### src/rtl/kyber_pkg.sv
// -----------------------------------------------------------------------------
// kyber_pkg
//   Shared constants, types and modular helpers for the Kyber (q = 3329)
//   arithmetic blocks. Montgomery arithmetic uses R = 2^12.
//
//   Contents:
//     W, Q, QINV           coefficient width, modulus, -Q^-1 mod 2^12
//     R_MOD_Q, R2_MOD_Q    R mod Q and R^2 mod Q (Montgomery conversion)
//     coeff_t              12-bit coefficient
//     bfly_mode_e          butterfly flavour (CT forward, GS inverse)
//     bfly_req_t           one butterfly request (mode, a, b, zeta)
//     mod_add / mod_sub    single-correction modular add / subtract
// -----------------------------------------------------------------------------
package kyber_pkg;

    localparam int W        = 12;
    localparam int Q        = 3329;
    localparam int QINV     = 3327;
    localparam int R_MOD_Q  = 767;
    localparam int R2_MOD_Q = 2385;

    typedef logic [W-1:0] coeff_t;

    typedef enum logic {
        BF_CT = 1'b0,
        BF_GS = 1'b1
    } bfly_mode_e;

    typedef struct packed {
        bfly_mode_e mode;
        coeff_t     a;
        coeff_t     b;
        coeff_t     zeta;
    } bfly_req_t;

    localparam logic [W:0] Q13 = 13'(Q);

    // (x + y) mod Q for x, y < Q. The sum fits 13 bits; one subtraction
    // is enough to bring it back into range.
    function automatic coeff_t mod_add(input coeff_t x, input coeff_t y);
        logic [W:0] s;
        s = {1'b0, x} + {1'b0, y};
        if (s >= Q13)
            s = s - Q13;
        return s[W-1:0];
    endfunction

    // (x - y) mod Q for x, y < Q. A negative difference shows up as bit 12
    // set in the 13-bit two's-complement result; adding Q wraps it back.
    function automatic coeff_t mod_sub(input coeff_t x, input coeff_t y);
        logic [W:0] d;
        d = {1'b0, x} - {1'b0, y};
        if (d[W])
            d = d + Q13;
        return d[W-1:0];
    endfunction

endpackage

### src/rtl/mont_mul_pipe.sv
// -----------------------------------------------------------------------------
// mont_mul_pipe
//   Three-stage Montgomery multiplier, r = x * z * 2^-12 mod Q, with a
//   global stall enable and a generic sideband that travels alongside the
//   product so the caller can keep per-transaction context aligned.
//
//   Stage 1: T = x * z                      (24b)
//   Stage 2: m = (T[11:0] * QINV)[11:0], T carried
//   Stage 3: u = (T + m*Q) >> 12, one conditional subtract of Q
//
//   Ports:
//     clk, rst_n      clock, async active-low reset
//     en              advance the pipeline (0 = every stage holds)
//     in_valid        operand pair valid
//     in_x, in_z      operands, both < Q for a fully reduced result
//     in_side         caller context, returned unchanged with the result
//     out_valid       result valid
//     out_r           reduced product, < Q for legal operands
//     out_side        context matching out_r
// -----------------------------------------------------------------------------
module mont_mul_pipe
    import kyber_pkg::*;
#(
    parameter int SIDE_W = 1
) (
    input  logic              clk,
    input  logic              rst_n,
    input  logic              en,
    input  logic              in_valid,
    input  logic [W-1:0]      in_x,
    input  logic [W-1:0]      in_z,
    input  logic [SIDE_W-1:0] in_side,
    output logic              out_valid,
    output logic [W-1:0]      out_r,
    output logic [SIDE_W-1:0] out_side
);

    localparam int STAGES = 3;

    localparam logic [W-1:0] QINV_C = 12'(QINV);
    localparam logic [2*W:0] Q_ACC  = 25'(Q);
    localparam logic [W:0]   Q_U    = 13'(Q);

    logic [STAGES:1]    vld_pipe;

    logic [2*W-1:0]     t_s2;
    logic [SIDE_W-1:0]  side_s2;

    logic [2*W-1:0]     t_s3;
    logic [W-1:0]       m_s3;
    logic [SIDE_W-1:0]  side_s3;

    coeff_t             r_s4;
    logic [SIDE_W-1:0]  side_s4;

    logic [W-1:0]       m_next;
    logic [2*W:0]       acc;
    logic [W:0]         u;
    coeff_t             r_next;

    always_comb begin
        // Only the low 12 bits of T and of the product matter here, so the
        // multiply is evaluated at 12-bit width.
        m_next = t_s2[W-1:0] * QINV_C;

        // T + m*Q is divisible by 2^12 by construction of m; the shift is
        // exact. With T < Q*2^12 the quotient stays below 2Q.
        acc    = 25'(t_s3) + 25'(m_s3) * Q_ACC;
        u      = 13'(acc >> W);
        r_next = (u >= Q_U) ? 12'(u - Q_U) : u[W-1:0];
    end

    always_ff @(posedge clk or negedge rst_n) begin
        if (!rst_n) begin
            vld_pipe <= '0;
            t_s2     <= '0;
            side_s2  <= '0;
            t_s3     <= '0;
            m_s3     <= '0;
            side_s3  <= '0;
            r_s4     <= '0;
            side_s4  <= '0;
        end else if (en) begin
            vld_pipe <= {vld_pipe[STAGES-1:1], in_valid};
            if (in_valid) begin
                t_s2    <= 24'(in_x) * 24'(in_z);
                side_s2 <= in_side;
            end
            if (vld_pipe[1]) begin
                t_s3    <= t_s2;
                m_s3    <= m_next;
                side_s3 <= side_s2;
            end
            if (vld_pipe[2]) begin
                r_s4    <= r_next;
                side_s4 <= side_s3;
            end
        end
    end

    assign out_valid = vld_pipe[STAGES];
    assign out_r     = r_s4;
    assign out_side  = side_s4;

endmodule

### src/rtl/ntt_butterfly_3329.sv
// -----------------------------------------------------------------------------
// ntt_butterfly_3329
//   Pipelined NTT / INTT butterfly for Kyber coefficients mod q = 3329.
//     CT (forward): t = MontMul(b, zeta); x = a + t; y = a - t   (mod Q)
//     GS (inverse): x = a + b; y = MontMul(a - b, zeta)          (mod Q)
//   zeta is given in Montgomery form (z * 2^12 mod Q).
//
//   Register stages (one pair per cycle when out_ready = 1):
//     S0  input capture
//     S1  mode pre-op (GS sum/diff, CT pass-through)
//     S2  T = x * zeta             (mont_mul_pipe)
//     S3  m, T carried             (mont_mul_pipe)
//     S4  reduce                   (mont_mul_pipe)
//     S5  CT post add/sub or GS pass-through into the output registers
//   A pair accepted at edge n is presented with out_valid after edge n+5.
//   The mode bit and the a/sum operand ride the multiplier sideband, so
//   mixed CT/GS streams stay ordered.
//
//   Flow control is a single global stall: while the output holds an
//   unaccepted result every stage freezes and in_ready drops.
//
//   Ports:
//     clk, rst_n               clock, async active-low reset
//     in_valid / in_ready      input handshake
//     in_mode                  0 = CT, 1 = GS
//     in_a, in_b, in_zeta      operands, each < Q
//     out_valid / out_ready    output handshake
//     out_x, out_y             result pair, each < Q
// -----------------------------------------------------------------------------
module ntt_butterfly_3329
    import kyber_pkg::*;
(
    input  logic         clk,
    input  logic         rst_n,
    input  logic         in_valid,
    output logic         in_ready,
    input  logic         in_mode,
    input  logic [W-1:0] in_a,
    input  logic [W-1:0] in_b,
    input  logic [W-1:0] in_zeta,
    output logic         out_valid,
    input  logic         out_ready,
    output logic [W-1:0] out_x,
    output logic [W-1:0] out_y
);

    localparam int SIDE_W = W + 1;  // {mode, a-or-sum}

    logic              en;

    // S0: captured request
    logic              vld_s0;
    bfly_req_t         req_s0;

    // S1: multiplier operands and sideband
    logic              vld_s1;
    bfly_mode_e        mode_s1;
    coeff_t            mulx_s1;
    coeff_t            zeta_s1;
    coeff_t            side_s1;

    coeff_t            mulx_next;
    coeff_t            side_next;

    // multiplier result
    logic              mm_valid;
    coeff_t            mm_r;
    logic [SIDE_W-1:0] mm_side;

    bfly_mode_e        mm_mode;
    coeff_t            mm_a;
    coeff_t            x_next;
    coeff_t            y_next;

    // A result sitting unaccepted at the output freezes the whole pipe.
    assign en       = !(out_valid && !out_ready);
    assign in_ready = en;

    // ---------------------------------------------------------------- S0
    always_ff @(posedge clk or negedge rst_n) begin
        if (!rst_n) begin
            vld_s0 <= 1'b0;
            req_s0 <= '0;
        end else if (en) begin
            vld_s0 <= in_valid;
            if (in_valid)
                req_s0 <= '{mode: bfly_mode_e'(in_mode), a: in_a, b: in_b, zeta: in_zeta};
        end
    end

    // ---------------------------------------------------------------- S1
    always_comb begin
        mulx_next = req_s0.b;
        side_next = req_s0.a;
        if (req_s0.mode == BF_GS) begin
            mulx_next = mod_sub(req_s0.a, req_s0.b);
            side_next = mod_add(req_s0.a, req_s0.b);
        end
    end

    always_ff @(posedge clk or negedge rst_n) begin
        if (!rst_n) begin
            vld_s1  <= 1'b0;
            mode_s1 <= BF_CT;
            mulx_s1 <= '0;
            zeta_s1 <= '0;
            side_s1 <= '0;
        end else if (en) begin
            vld_s1 <= vld_s0;
            if (vld_s0) begin
                mode_s1 <= req_s0.mode;
                mulx_s1 <= mulx_next;
                zeta_s1 <= req_s0.zeta;
                side_s1 <= side_next;
            end
        end
    end

    // ----------------------------------------------------------- S2..S4
    mont_mul_pipe #(
        .SIDE_W (SIDE_W)
    ) u_mont_mul (
        .clk       (clk),
        .rst_n     (rst_n),
        .en        (en),
        .in_valid  (vld_s1),
        .in_x      (mulx_s1),
        .in_z      (zeta_s1),
        .in_side   ({mode_s1, side_s1}),
        .out_valid (mm_valid),
        .out_r     (mm_r),
        .out_side  (mm_side)
    );

    // ---------------------------------------------------------------- S5
    always_comb begin
        mm_mode = bfly_mode_e'(mm_side[W]);
        mm_a    = mm_side[W-1:0];
        x_next  = mm_a;
        y_next  = mm_r;
        if (mm_mode == BF_CT) begin
            x_next = mod_add(mm_a, mm_r);
            y_next = mod_sub(mm_a, mm_r);
        end
    end

    // Output data only loads with a valid result, so after reset the
    // outputs stay at zero until the first real transaction lands.
    always_ff @(posedge clk or negedge rst_n) begin
        if (!rst_n) begin
            out_valid <= 1'b0;
            out_x     <= '0;
            out_y     <= '0;
        end else if (en) begin
            out_valid <= mm_valid;
            if (mm_valid) begin
                out_x <= x_next;
                out_y <= y_next;
            end
        end
    end

endmodule

### config.mk
export PLATFORM = sky130hd
export DESIGN_NAME = ntt_butterfly_3329
export DESIGN_NICKNAME = d
export VERILOG_FILES = /design/src/rtl/kyber_pkg.sv /design/src/rtl/mont_mul_pipe.sv /design/src/rtl/ntt_butterfly_3329.sv
export SDC_FILE = /design/constraint.sdc
export NUM_CORES = 1
export LEC_CHECK = 0
export CAP_MARGIN = 15
export CORE_MARGIN = 2
export CORE_UTILIZATION = 50
export CTS_CLUSTER_DIAMETER = 50
export DETAILED_ROUTE_END_ITERATION = 12
export HOLD_SLACK_MARGIN = 0.06
export PLACE_DENSITY = 0.72
export SLEW_MARGIN = 5
export SYNTH_ARGS = -nofsm -noshare
export SYNTH_HDL_FRONTEND = slang
export SYNTH_SLANG_ARGS = --single-unit
### constraint.sdc
create_clock -name clk -period 11.4 [get_ports clk]
set_clock_uncertainty 0.15 [all_clocks]
set_input_delay 1.71 -clock clk [delete_from_list [all_inputs] [get_ports clk]]
set_output_delay 1.71 -clock clk [all_outputs]
set_load 0.02 [all_outputs]
==> flow_metrics.env <==
export IMPL_synth_flop_cell="dfrtp_1"
export IMPL_synth_xor_area_frac=0.0458
export IMPL_fin_crit_ns=6.06
export IMPL_slew_headroom=0.244
export IMPL_tightest_slew_ns=1.13
export IMPL_die_y_um=207
export IMPL_synthCells=2155
export IMPL_cap_violations=0
export IMPL_critPathKind="reg -> reg"
export IMPL_dr_first_iter_drc_count=618
export IMPL_synth_commonest_cells="inv_1, nand2_1, ha_1"
export IMPL_totalWireLength_um=43400
export IMPL_synth_adder_area_share=0.301
export IMPL_async_flop_share=1.00
export IMPL_max_stage_delay_ns=0.62
export IMPL_final_setup_tns_ns=0
export IMPL_start_util=0.506
export IMPL_synth_edf_count=0
export IMPL_yosys_top_cells_area="dfrtp_1, fa_1, ha_1, mux2_2, inv_1"
export IMPL_ys_warnings_count=0
export IMPL_drt_pass1_iterations=5
export IMPL_diodes=0
export IMPL_hp_class="reg -> reg"
export IMPL_clk_latency_ns=0.60
export IMPL_rsz0062_at_grt="false"
export IMPL_cts_inserted_buffers=28
export IMPL_grt_overflow_total=0
export IMPL_cpMostUsedCell="inv_1"
export IMPL_dieArea_um2=42800
export IMPL_num_vias=14900
export IMPL_grt_max_degree=80
export IMPL_grt_pass1_vias=15200
export IMPL_final_antenna_net_count=0
export IMPL_hold_viol=0
export IMPL_gp_congestion=0.909
export IMPL_drive_gt1_frac=0.0995
export IMPL_grt_usage=0.206
export IMPL_via_per_inst=5.46
export IMPL_cp_max_fo=11
export IMPL_synthToLayoutAreaGrowth_pct=9.99
export IMPL_seq_area_frac_synth=0.260
export IMPL_h_tree_depth=1
export IMPL_synth_simple_area_share=0.135
export IMPL_cts_clk_slew_worst_paths_ns=0.06
export IMPL_slowest_stage="o21ai_1"
export IMPL_critPathRequiredTime_ns=11.76
export IMPL_cts_tree="built"
export IMPL_netlist_area_leader_share=0.260
export IMPL_wl_per_cell_um=15.9
export IMPL_grt_pass1_wl_um=74700
export IMPL_final_max_slew_viol_count=0
export IMPL_cts_max_path_buffers=3
export IMPL_synth_top_family_by_area="adder cells"
export IMPL_core_area_um2=40700
export IMPL_avgSynthCellArea_um2=9.56
export IMPL_drc=0
export IMPL_cp_num_buf_inv=4
export IMPL_synth_most_common_cell="inv_1"
export IMPL_start_kind="flip-flop"
export IMPL_yosysTopAreaCell="dfrtp_1"
export IMPL_crit_arrival_ns=6.42
export IMPL_period_share=0.531
export IMPL_synth_area_um2=20600
export IMPL_fmax_mhz=165
export IMPL_status="complete, no violations"
export IMPL_rows=74
export IMPL_setup_viol=0
export IMPL_crit_chain="ha_1 > inv_1 > fa_1 > inv_1 > ha_1 > inv_1 > fa_1 > fa_1 > inv_1 > ha_1 > and2_1 > a211o_1 > a21oi_1 > a211o_1 > a31oi_1 > a21oi_1 > a21oi_1 > o21ai_1 > nand4_1 > xnor2_1 > o21ai_0"
export IMPL_root_buffer="clkbuf_16"
export IMPL_end_kind="flip-flop"
export IMPL_synth_compound_area_frac=0.115
export IMPL_post_cts_setup_buffer_count=0
export IMPL_cts_resized_gates=0
export IMPL_ctsHoldBuffers=0
export IMPL_nets=2614
export IMPL_ios=67
export IMPL_synth_nets=2597
export IMPL_port_buffers=66
export IMPL_hpwl_um=34400
export IMPL_cp_top_family="adder cells"
export IMPL_antenna_found_initial=0
export IMPL_synth_mux_area_frac=0.0767
export IMPL_synth_distinct_cells=86
export IMPL_clkSinkCount=214
export IMPL_die_w_um=207
export IMPL_ys_ff_latch=214
-- registers in the layout (all words and copies together), names as in the netlist, 3 cells and up --
| register | cells |
|---|---|
| u_mont_mul.side_s3 | 13 |
| u_mont_mul.out_side | 13 |
| u_mont_mul.side_s2 | 13 |
| out_x | 12 |
| u_mont_mul.vld_pipe | 3 |
| u_mont_mul.out_r | 12 |
| u_mont_mul.m_s3 | 12 |
| u_mont_mul.t_s3 | 23 |
| req_s0 | 37 |
| zeta_s1 | 12 |
| u_mont_mul.t_s2 | 24 |
| out_y | 12 |
| mulx_s1 | 12 |
| side_s1 | 12 |
-- final timing paths --
path	to	slack (ns)	start	depth (start not counted)
worst max-delay path	u_mont_mul.out_r[7]	5.34	u_mont_mul.m_s3[2]	21
worst min-delay path	u_mont_mul.t_s2[13]	0.32	u_mont_mul.t_s2[13]	2
worst max register to register	u_mont_mul.out_r[7]	5.34	u_mont_mul.m_s3[2]	21
worst min register to register	u_mont_mul.t_s2[13]	0.32	u_mont_mul.t_s2[13]	2
max in group asynchronous	zeta_s1[9]	7.93	rst_n	3
min in group asynchronous	u_mont_mul.m_s3[5]	0.93	rst_n	1
-- cells by family after synthesis --
group,Yosys count
multiplexers,143
AO/OA/AOI/OAI,358
buffers and inverters,366
adder cells (fa/ha/maj),401
flip-flops,214
AND/OR/NAND/NOR,566
XOR/XNOR,107
-- area by class of cell --
cell class / instances / area [µm²]
clock inverter: 18 / 229
clock buffer: 32 / 746
multi-input combinational: 1575 / 13900
tap: 532 / 666
fill: 3621 / 18100
inverter: 278 / 1040
sequential: 214 / 5360
timing repair buffer: 75 / 746
-- tightest hold or removal path, stage by stage (launching register included) --
cell,delay [ns]
dfrtp_1,0.33
nand2_1,0.05
o21ai_0,0.06
-- routing by layer --
layer | GRT usage | up-vias | part of all wire
met5 | 0 | - | 0
met4 | 0.0549 | 0 | 0.021
met3 | 0.0208 | 52 | 0.032
met2 | 0.345 | 224 | 0.47
met1 | 0.286 | 7317 | 0.47
li1 | - | 7267 | -
-- through the flow --
step	util	hold slack (ns)	area, µm²	cells	setup slack (ns)
after global routing	0.556	0.341	22700	2724	4.95
after global placement	0.532	0.308	21700	2673	5.52
after floorplan	-	0.289	20600	2155	5.83
after CTS	0.556	0.329	22600	2723	5.38
after detailed placement	0.532	0.317	21700	2673	5.34
final	0.556	0.322	22700	2724	5.34
-- cells in the final DEF, fill, tap and decap left out, types with 12 or more instances in the layout --
cell type	count
a211oi_1	12
a21o_1	20
a21oi_1	89
and2_1	73
clkbuf_16	28
clkdlybuf4s50_1	65
dfrtp_1	214
fa_1	159
ha_1	242
inv_1	276
mux2_2	119
mux2i_1	24
nand2_1	246
nand3_1	27
nand4_1	12
nor2_1	68
nor2b_1	16
nor3_1	29
nor3b_1	18
o21ai_0	96
o21ai_1	24
or3_1	19
xnor2_1	78
xor2_1	28
Power is not shown: default switching activity piles up to over one toggle a cycle in this logic, so the estimate is an artifact.
